[src/rtl/dmem_arbiter_if.sv]
// dmem_arbiter_if: bus bundle around the shared data-memory arbiter.
//   core_*  : core datapath load/store port (req/we/addr/wdata in, gnt/rvalid/rdata out)
//   host_*  : host/debug port, same handshake, plus host_lock for burst ownership
//   mem_*   : single-port memory command (en/we/addr/wdata out) and read data in
// modport slave  : the arbiter's view
// modport master : the view of the requesters and the memory around the arbiter
interface dmem_arbiter_if #(
  parameter int ADDR_W = 8,
  parameter int DATA_W = 8
);
  logic              core_req;
  logic              core_we;
  logic [ADDR_W-1:0] core_addr;
  logic [DATA_W-1:0] core_wdata;
  logic              core_gnt;
  logic              core_rvalid;
  logic [DATA_W-1:0] core_rdata;
  logic              core_stall;

  logic              host_req;
  logic              host_we;
  logic [ADDR_W-1:0] host_addr;
  logic [DATA_W-1:0] host_wdata;
  logic              host_lock;
  logic              host_gnt;
  logic              host_rvalid;
  logic [DATA_W-1:0] host_rdata;

  logic              mem_en;
  logic              mem_we;
  logic [ADDR_W-1:0] mem_addr;
  logic [DATA_W-1:0] mem_wdata;
  logic [DATA_W-1:0] mem_rdata;

  modport slave (
    input  core_req, core_we, core_addr, core_wdata,
    output core_gnt, core_rvalid, core_rdata, core_stall,
    input  host_req, host_we, host_addr, host_wdata, host_lock,
    output host_gnt, host_rvalid, host_rdata,
    output mem_en, mem_we, mem_addr, mem_wdata,
    input  mem_rdata
  );

  modport master (
    output core_req, core_we, core_addr, core_wdata,
    input  core_gnt, core_rvalid, core_rdata, core_stall,
    output host_req, host_we, host_addr, host_wdata, host_lock,
    input  host_gnt, host_rvalid, host_rdata,
    input  mem_en, mem_we, mem_addr, mem_wdata,
    output mem_rdata
  );
endinterface

[src/rtl/dmem_arbiter.sv]
// dmem_arbiter: shares one single-port data memory between the core datapath and a
// host/debug port. At most one access is granted per cycle; the winner's command drives
// the memory in the grant cycle and read data returns to the winner one cycle later.
// Ports:
//   clk   : rising-edge clock
//   reset : synchronous, active-high
//   bus   : dmem_arbiter_if.slave (core port, host port with lock, memory command)
module dmem_arbiter #(
  parameter int ADDR_W         = 8,
  parameter int DATA_W         = 8,
  parameter int HOST_BURST_MAX = 4
) (
  input logic           clk,
  input logic           reset,
  dmem_arbiter_if.slave bus
);

  localparam int CNT_W = $clog2(HOST_BURST_MAX + 1);
  localparam logic [CNT_W-1:0] BURST_LIMIT = CNT_W'(HOST_BURST_MAX);

  typedef enum logic [1:0] {
    OWN_IDLE = 2'd0,
    OWN_CORE = 2'd1,
    OWN_HOST = 2'd2
  } owner_e;

  owner_e            last_gnt_r;   // owner of the previous cycle's grant
  owner_e            prio_r;       // round-robin pointer, only ever CORE or HOST
  owner_e            rd_owner_r;   // side whose read data arrives this cycle
  logic [CNT_W-1:0]  burst_cnt_r;
  logic [DATA_W-1:0] core_rdata_r;
  logic [DATA_W-1:0] host_rdata_r;

  logic              core_gnt_s;
  logic              host_gnt_s;
  logic              host_keep_s;
  logic              core_rvalid_s;
  logic              host_rvalid_s;
  logic              mem_we_s;
  logic [ADDR_W-1:0] mem_addr_s;
  logic [DATA_W-1:0] mem_wdata_s;

  // A locked host keeps the memory only while its burst allowance lasts, so a
  // waiting core is never held off for more than HOST_BURST_MAX cycles.
  assign host_keep_s = bus.host_lock && (last_gnt_r == OWN_HOST) &&
                       (burst_cnt_r < BURST_LIMIT);

  // Grant selection from this cycle's requests and the registered arbitration state.
  always_comb begin
    core_gnt_s = 1'b0;
    host_gnt_s = 1'b0;
    if (reset) begin
      core_gnt_s = 1'b0;
      host_gnt_s = 1'b0;
    end else if (bus.core_req && bus.host_req) begin
      if (host_keep_s || (prio_r == OWN_HOST)) begin
        host_gnt_s = 1'b1;
      end else begin
        core_gnt_s = 1'b1;
      end
    end else if (bus.core_req) begin
      core_gnt_s = 1'b1;
    end else if (bus.host_req) begin
      host_gnt_s = 1'b1;
    end else begin
      core_gnt_s = 1'b0;
      host_gnt_s = 1'b0;
    end
  end

  // Memory command mux: the winner's fields, zero when nobody is granted.
  always_comb begin
    mem_we_s    = 1'b0;
    mem_addr_s  = {ADDR_W{1'b0}};
    mem_wdata_s = {DATA_W{1'b0}};
    if (core_gnt_s) begin
      mem_we_s    = bus.core_we;
      mem_addr_s  = bus.core_addr;
      mem_wdata_s = bus.core_wdata;
    end else if (host_gnt_s) begin
      mem_we_s    = bus.host_we;
      mem_addr_s  = bus.host_addr;
      mem_wdata_s = bus.host_wdata;
    end else begin
      mem_we_s    = 1'b0;
      mem_addr_s  = {ADDR_W{1'b0}};
      mem_wdata_s = {DATA_W{1'b0}};
    end
  end

  // Arbitration state, read tagging and per-side read-data hold registers.
  always_ff @(posedge clk) begin
    if (reset) begin
      last_gnt_r   <= OWN_IDLE;
      prio_r       <= OWN_CORE;
      rd_owner_r   <= OWN_IDLE;
      burst_cnt_r  <= {CNT_W{1'b0}};
      core_rdata_r <= {DATA_W{1'b0}};
      host_rdata_r <= {DATA_W{1'b0}};
    end else begin
      if (core_gnt_s) begin
        last_gnt_r <= OWN_CORE;
        prio_r     <= OWN_HOST;
      end else if (host_gnt_s) begin
        last_gnt_r <= OWN_HOST;
        prio_r     <= OWN_CORE;
      end else begin
        last_gnt_r <= OWN_IDLE;
      end

      if (host_gnt_s) begin
        if (burst_cnt_r < BURST_LIMIT) begin
          burst_cnt_r <= burst_cnt_r + CNT_W'(1);
        end
      end else begin
        burst_cnt_r <= {CNT_W{1'b0}};
      end

      if (core_gnt_s && !bus.core_we) begin
        rd_owner_r <= OWN_CORE;
      end else if (host_gnt_s && !bus.host_we) begin
        rd_owner_r <= OWN_HOST;
      end else begin
        rd_owner_r <= OWN_IDLE;
      end

      // Capture the returning data so each side's rdata holds its last value.
      case (rd_owner_r)
        OWN_CORE: core_rdata_r <= bus.mem_rdata;
        OWN_HOST: host_rdata_r <= bus.mem_rdata;
        default:  ;
      endcase
    end
  end

  assign core_rvalid_s = !reset && (rd_owner_r == OWN_CORE);
  assign host_rvalid_s = !reset && (rd_owner_r == OWN_HOST);

  assign bus.core_gnt    = core_gnt_s;
  assign bus.host_gnt    = host_gnt_s;
  assign bus.core_stall  = bus.core_req && !core_gnt_s;
  assign bus.core_rvalid = core_rvalid_s;
  assign bus.host_rvalid = host_rvalid_s;
  assign bus.core_rdata  = reset ? {DATA_W{1'b0}} :
                           (core_rvalid_s ? bus.mem_rdata : core_rdata_r);
  assign bus.host_rdata  = reset ? {DATA_W{1'b0}} :
                           (host_rvalid_s ? bus.mem_rdata : host_rdata_r);
  assign bus.mem_en      = core_gnt_s || host_gnt_s;
  assign bus.mem_we      = mem_we_s;
  assign bus.mem_addr    = mem_addr_s;
  assign bus.mem_wdata   = mem_wdata_s;

endmodule

[src/flat_wrapper.sv]
// flat-port wrapper written by rule: the top's interface ports become plain ports
module dmem_arbiter_flat 
#(
  parameter int ADDR_W         = 8,
  parameter int DATA_W         = 8,
  parameter int HOST_BURST_MAX = 4
)
  (clk, reset, bus_core_req, bus_core_we, bus_core_addr, bus_core_wdata, bus_core_gnt, bus_core_rvalid, bus_core_rdata, bus_core_stall, bus_host_req, bus_host_we, bus_host_addr, bus_host_wdata, bus_host_lock, bus_host_gnt, bus_host_rvalid, bus_host_rdata, bus_mem_en, bus_mem_we, bus_mem_addr, bus_mem_wdata, bus_mem_rdata);
  dmem_arbiter_if #(.ADDR_W(ADDR_W), .DATA_W(DATA_W)) bus_i ();
  input logic clk;
  input logic reset;
  input wire logic [$bits(bus_i.core_req)-1:0] bus_core_req;
  input wire logic [$bits(bus_i.core_we)-1:0] bus_core_we;
  input wire logic [$bits(bus_i.core_addr)-1:0] bus_core_addr;
  input wire logic [$bits(bus_i.core_wdata)-1:0] bus_core_wdata;
  output wire logic [$bits(bus_i.core_gnt)-1:0] bus_core_gnt;
  output wire logic [$bits(bus_i.core_rvalid)-1:0] bus_core_rvalid;
  output wire logic [$bits(bus_i.core_rdata)-1:0] bus_core_rdata;
  output wire logic [$bits(bus_i.core_stall)-1:0] bus_core_stall;
  input wire logic [$bits(bus_i.host_req)-1:0] bus_host_req;
  input wire logic [$bits(bus_i.host_we)-1:0] bus_host_we;
  input wire logic [$bits(bus_i.host_addr)-1:0] bus_host_addr;
  input wire logic [$bits(bus_i.host_wdata)-1:0] bus_host_wdata;
  input wire logic [$bits(bus_i.host_lock)-1:0] bus_host_lock;
  output wire logic [$bits(bus_i.host_gnt)-1:0] bus_host_gnt;
  output wire logic [$bits(bus_i.host_rvalid)-1:0] bus_host_rvalid;
  output wire logic [$bits(bus_i.host_rdata)-1:0] bus_host_rdata;
  output wire logic [$bits(bus_i.mem_en)-1:0] bus_mem_en;
  output wire logic [$bits(bus_i.mem_we)-1:0] bus_mem_we;
  output wire logic [$bits(bus_i.mem_addr)-1:0] bus_mem_addr;
  output wire logic [$bits(bus_i.mem_wdata)-1:0] bus_mem_wdata;
  input wire logic [$bits(bus_i.mem_rdata)-1:0] bus_mem_rdata;
  assign bus_i.core_req = bus_core_req;
  assign bus_i.core_we = bus_core_we;
  assign bus_i.core_addr = bus_core_addr;
  assign bus_i.core_wdata = bus_core_wdata;
  assign bus_core_gnt = bus_i.core_gnt;
  assign bus_core_rvalid = bus_i.core_rvalid;
  assign bus_core_rdata = bus_i.core_rdata;
  assign bus_core_stall = bus_i.core_stall;
  assign bus_i.host_req = bus_host_req;
  assign bus_i.host_we = bus_host_we;
  assign bus_i.host_addr = bus_host_addr;
  assign bus_i.host_wdata = bus_host_wdata;
  assign bus_i.host_lock = bus_host_lock;
  assign bus_host_gnt = bus_i.host_gnt;
  assign bus_host_rvalid = bus_i.host_rvalid;
  assign bus_host_rdata = bus_i.host_rdata;
  assign bus_mem_en = bus_i.mem_en;
  assign bus_mem_we = bus_i.mem_we;
  assign bus_mem_addr = bus_i.mem_addr;
  assign bus_mem_wdata = bus_i.mem_wdata;
  assign bus_i.mem_rdata = bus_mem_rdata;
  dmem_arbiter #(.ADDR_W(ADDR_W), .DATA_W(DATA_W), .HOST_BURST_MAX(HOST_BURST_MAX)) u_core (.clk(clk), .reset(reset), .bus(bus_i));
endmodule
[config.mk]
export PLATFORM = sky130hd
export DESIGN_NAME = dmem_arbiter_flat
export DESIGN_NICKNAME = d
export VERILOG_FILES = /design/src/rtl/dmem_arbiter_if.sv /design/src/rtl/dmem_arbiter.sv /design/src/flat_wrapper.sv
export SDC_FILE = /design/constraint.sdc
export NUM_CORES = 1
export LEC_CHECK = 0
export CAP_MARGIN = 10
export CORE_ASPECT_RATIO = 1.1
export CORE_UTILIZATION = 40
export DETAILED_ROUTE_END_ITERATION = 10
export PLACE_DENSITY_LB_ADDON = 0.1
export SYNTH_ARGS = -nofsm -noshare
export SYNTH_HDL_FRONTEND = slang
export SYNTH_SLANG_ARGS = --single-unit
[constraint.sdc]
create_clock -name clk -period 4.3 [get_ports clk]
set_input_delay 1.075 -clock clk [delete_from_list [all_inputs] [get_ports clk]]
set_output_delay 1.075 -clock clk [all_outputs]
set_load 0.05 [all_outputs]
Yosys cells after proc, flatten, opt, wreduce, memory -nomap -nowiden. Index checks and enable logic that the tools add are counted.

Flip-flop bits (word level): 25. Word-level logic and storage cells: 58.

Add/sub/neg operators: 1. Order comparisons: 1. Equal/unequal tests: 4. Mux-type cells: 25. Bitwise operators: 1. Reductions and logical operators: 18.

Operators with widths (count): 8-bit 2-to-1 mux (8); 1-bit 2-to-1 mux (13); 1-bit logical AND (8); 2-bit 2-to-1 mux (4); 2-bit equality test (second input constant) (3); 2-bit OR reduction (3); 1-bit logical NOT (4); 3-bit by 1-bit adder with 3-bit output (second input constant) (1); 3-bit < comparator (second input constant) (1); 2-bit by 1-bit equality test with 1-bit output (second input constant) (1); 1-bit logical OR (2); 2-bit nonzero test (1); 1-bit NOT (1).

Logic depth before layout (Yosys ltp).
Depth after elaboration: 10. Depth in mapped cells: 4.

Least setup slack after synthesis. OpenSTA, ideal clock, no wires.

Kind: input-to-output. Start point: input port bus_host_lock. End point: output port bus_mem_addr[7]. Arrival time: 2.840 ns. Required time: 3.225 ns. Slack: 0.385 ns. Stages: 3. Path buffers: 0. Path through: and4bb_4 -> o31a_1 -> o32ai_1.

Longest elaborated chain between the ends: 8. Elaborated cells on any way between the ends: 11.

RTL lines: start, declared (RTL line flat_wrapper.sv:24) `input wire logic [$bits(bus_i.host_lock)-1:0] bus_host_lock;`; 1-bit logical AND (*) (2 in a row) (RTL line dmem_arbiter.sv:45) `assign host_keep_s = bus.host_lock && (last_gnt_r == OWN_HOST) &&`; 1-bit logical OR (*) (RTL line dmem_arbiter.sv:56) `if (host_keep_s || (prio_r == OWN_HOST)) begin`; 1-bit 2-to-1 mux (RTL line dmem_arbiter.sv:56); 1-bit 2-to-1 mux (RTL line dmem_arbiter.sv:55) `end else if (bus.core_req && bus.host_req) begin`; 1-bit 2-to-1 mux (RTL line dmem_arbiter.sv:52) `if (reset) begin`; 8-bit 2-to-1 mux (RTL line dmem_arbiter.sv:80) `end else if (host_gnt_s) begin`; 8-bit 2-to-1 mux (*) (RTL line dmem_arbiter.sv:76) `if (core_gnt_s) begin`; end, declared (RTL line flat_wrapper.sv:30) `output wire logic [$bits(bus_i.mem_addr)-1:0] bus_mem_addr;`.

Every way passes the cells marked *; elsewhere a longest branch is shown, timed or not.

Worst setup path after layout.
Start point: input port bus_core_req. End point: output port bus_mem_addr[6].

Longest elaborated chain between the ends: 5. Elaborated cells on any way between the ends: 9.

RTL lines: start, declared (RTL line flat_wrapper.sv:12) `input wire logic [$bits(bus_i.core_req)-1:0] bus_core_req;`; 1-bit 2-to-1 mux / 1-bit logical AND (equally long branches) (RTL line dmem_arbiter.sv:61, dmem_arbiter.sv:55); 1-bit 2-to-1 mux (RTL line dmem_arbiter.sv:55); 1-bit 2-to-1 mux (RTL line dmem_arbiter.sv:52); 8-bit 2-to-1 mux (RTL line dmem_arbiter.sv:80); 8-bit 2-to-1 mux (*) (RTL line dmem_arbiter.sv:76).

Marked as above.

==> flow_summary.json <==
{
  "status": "finished clean",
  "final_nets": 319,
  "grt_pass1_vias": 1354,
  "switching_power_uw": 205.0,
  "pwr_density_cell_nw_per_um2": 246.9,
  "synth_area_leaders": "dfxtp_1 34%, o32ai_2 17%, nand2_1 12%, a21oi_1 12%, inv_1 5.1%",
  "timing.hold.worst.start": "u_core.host_rdata_r[5]$_SDFFE_PP0N_",
  "relSlewSlack": 0.6513,
  "netlist_area_um2": 1476,
  "synth_cell_types": 25,
  "cts_buffer_depth": 2,
  "drtIter0Drc": 70,
  "total_power_uw": 577.4,
  "routed_wirelength_mm": 3.399,
  "rsz0062_at_grt": "false",
  "cts_setup_buffers": 0,
  "clock_latency_ps": 320,
  "synth_cells": 189,
  "core_um2": 3441,
  "ys_seq_area_frac": 0.3390,
  "dp_hpwl_mm": 2.678,
  "cts_buffers": 3,
  "crit_chain": "clkdlybuf4s50_1 -> inv_1 -> o31a_1 -> buf_4 -> o32ai_2 -> buf_4",
  "final.setup.tns_ps": 0,
  "p_sw_frac": 0.3550,
  "cts.sinks": 25,
  "cts.repair.resized": 0,
  "via_count": 1537,
  "hold_violations": 0,
  "crit_path_max_incr_delay_ps": 490,
  "fmax_mhz": 267.1,
  "clockPowerShare": 0.175,
  "pin_count": 86,
  "finalSetupViolCount": 0,
  "insertedDiodeCount": 0,
  "endpoint_kind": "primary output",
  "r2r_slack_ps": 2880,
  "cts_tree": "yes",
  "combPwrFrac": 0.402,
  "slowest_stage": "clkdlybuf4s50_1",
  "grt_max_degree": 29,
  "worst_ir_drop_vdd_uv": 98.52,
  "ys_seq_elements": 25,
  "p_int_uw": 372.4,
  "ctsHoldBuffers": 0,
  "die_x_um": 59.93,
  "worstMarginPinSlew_ps": 522.0,
  "synth_top_area_frac": 0.3390,
  "die_y_um": 65.72,
  "antenna_found_initial": 0,
  "via_per_inst": 4.833,
  "r2r-start": "u_core.burst_cnt_r[2]$_SDFFE_PP0N_",
  "maxCapViolations": 0,
  "required_ps": 3220,
  "reg2reg_to": "u_core.prio_r[0]$_SDFFE_PP1P_",
  "crit_type": "primary input to primary output",
  "grt_pass1_wl_mm": 5.561,
  "wl_per_cell_um": 10.69,
  "dr.pass1.iters": 4,
  "row_count": 22,
  "rr_worst_depth": 4,
  "p_seq_frac": 0.423,
  "grt.total_usage": 0.1847,
  "critical-path-top-delay-family": "buffers and inverters",
  "hp-class": "flip-flop to flip-flop",
  "drc": 0,
  "min_to": "u_core.host_rdata_r[5]$_SDFFE_PP0N_",
  "cp_max_fo": 15,
  "crit_arrival_ps": 2670,
  "clock-root-buffer": "clkbuf_4",
  "drt.antenna.violating_nets": 0,
  "io_buffers": 85,
  "hold_path_depth": 2,
  "start_util": 0.4291,
  "cts.reportedPaths.clkPinSlew_ps": 130,
  "gr-total-overflow": 0,
  "drv_slew": 0,
  "crit_top_cell": "buf_4",
  "yosysTopAreaCell": "dfxtp_1",
  "path_buf_inv": 4,
  "p_leak_nw": 0.9453,
  "skew_ps": 6.986,
  "final_cell_mix": "64 x clkdlybuf4s50_1, 49 x nand2_1, 34 x a21oi_1",
  "fin_crit_ps": 3744,
  "cts_max_level": 1,
  "gp_congestion": 0.7228,
  "start_kind": "primary input",
  "die-area_um2": 3938,
  "layout_commonest_cell": "clkdlybuf4s50_1",
  "drive_gt1_frac": 0.1852,
  "area_growth_syn_to_layout_pct": 58.39,
  "synth_nets": 237,
  "yosys_warnings": 0,
  "timing.final.crit_share": 0.8708,
  "synth_area_per_cell_um2": 7.812
}
per-layer routing:
metal / vias up / global-route usage / wire, um
met3: 5 / 0.03150 / 210
met4: 0 / 0.08721 / 63
li1: 802 / - / -
met5: - / 0 / 0
met1: 668 / 0.2207 / 1471
met2: 62 / 0.3139 / 1654
flip-flops by register name, summed over array words and instances, names as in the netlist:
| signal | cells |
|---|---|
| u_core.prio_r | 2 |
| u_core.core_rdata_r | 8 |
| u_core.rd_owner_r | 2 |
| u_core.last_gnt_r | 2 |
| u_core.host_rdata_r | 8 |
| u_core.burst_cnt_r | 3 |
worst max path at each step:
stage                            endpoint  slack, ps  cells after the start     startpoint
after global placement         bus_mem_we        520                      6   bus_core_req
final                     bus_mem_addr[6]        560                      6   bus_core_req
after floorplan           bus_mem_addr[7]        380                      3  bus_host_lock
after detailed placement       bus_mem_en        540                      4   bus_host_req
after global routing           bus_mem_en        480                      4   bus_host_req
after CTS                      bus_mem_en        540                      4   bus_host_req
kinds of logic (layout without fill, tap and decap cells):
group                    count (synthesis)  in the layout  synth area share
multiplexers                             1              1          0.006780
flip-flops                              25             25            0.3390
XOR/XNOR                                 1              1          0.005933
AND/OR/NAND/NOR                         70             70            0.2009
AO/OA/AOI/OAI                           56             56            0.3322
buffers and inverters                   35            116            0.1068
adder cells (fa/ha/maj)                  1              1          0.008473
final cells by class:
class / count / area [um^2]
clock buffers: 3 / 22.52
flip-flops and latches: 25 / 500.5
well taps: 48 / 60.06
inverters: 21 / 78.83
multi-input cells: 129 / 818.3
repair buffers: 91 / 853.3
clock inverters: 1 / 5.005
fillers: 293 / 1102
worst register-to-register path, delay by kind of cell (launching register included):
kind	cells	cell delay, ps
buf+inv	1	200
compound gates	2	460
simple gates	1	240
flops	1	420
synthesized netlist by cell type (all sizes together):
cell type and n:
a21o 1, a21oi 34, and4bb 1, buf 5, clkbuf 9, clkinv 1
dfxtp 25, ha 1, inv 20, mux2i 1, nand2 49, nand2b 4
nor2 11, nor2b 3, nor3 1, o21ai 1, o311ai 1, o31a 1
o31ai 1, o32ai 17, or2 1, xor2 1
through the flow:
step                        util  cell area (um^2)  setup WS, ps  hold slack, ps  instances
final                     0.6796              2338         555.7           471.9        318
after global placement    0.6716              2311         516.5           450.1        314
after floorplan                -              1476         384.5           444.2        189
after detailed placement  0.6716              2311         539.3           457.1        314
after global routing      0.6796              2338         476.8           492.9        318
after CTS                 0.6796              2338         541.7           474.9        318
power groups by stage:
| stage | clock network (mW) | logic [mW] | registers [mW] |
|---|---|---|---|
| global placement | 0 | 0.233 | 0.249 |
| CTS | 0.108 | 0.235 | 0.244 |
| floorplan | 0 | 0.147 | 0.248 |
| global route | 0.117 | 0.247 | 0.245 |
| detailed placement | 0 | 0.234 | 0.249 |
| finish | 0.101 | 0.232 | 0.244 |
No activity file was read; power rests on OpenSTA's default activity.
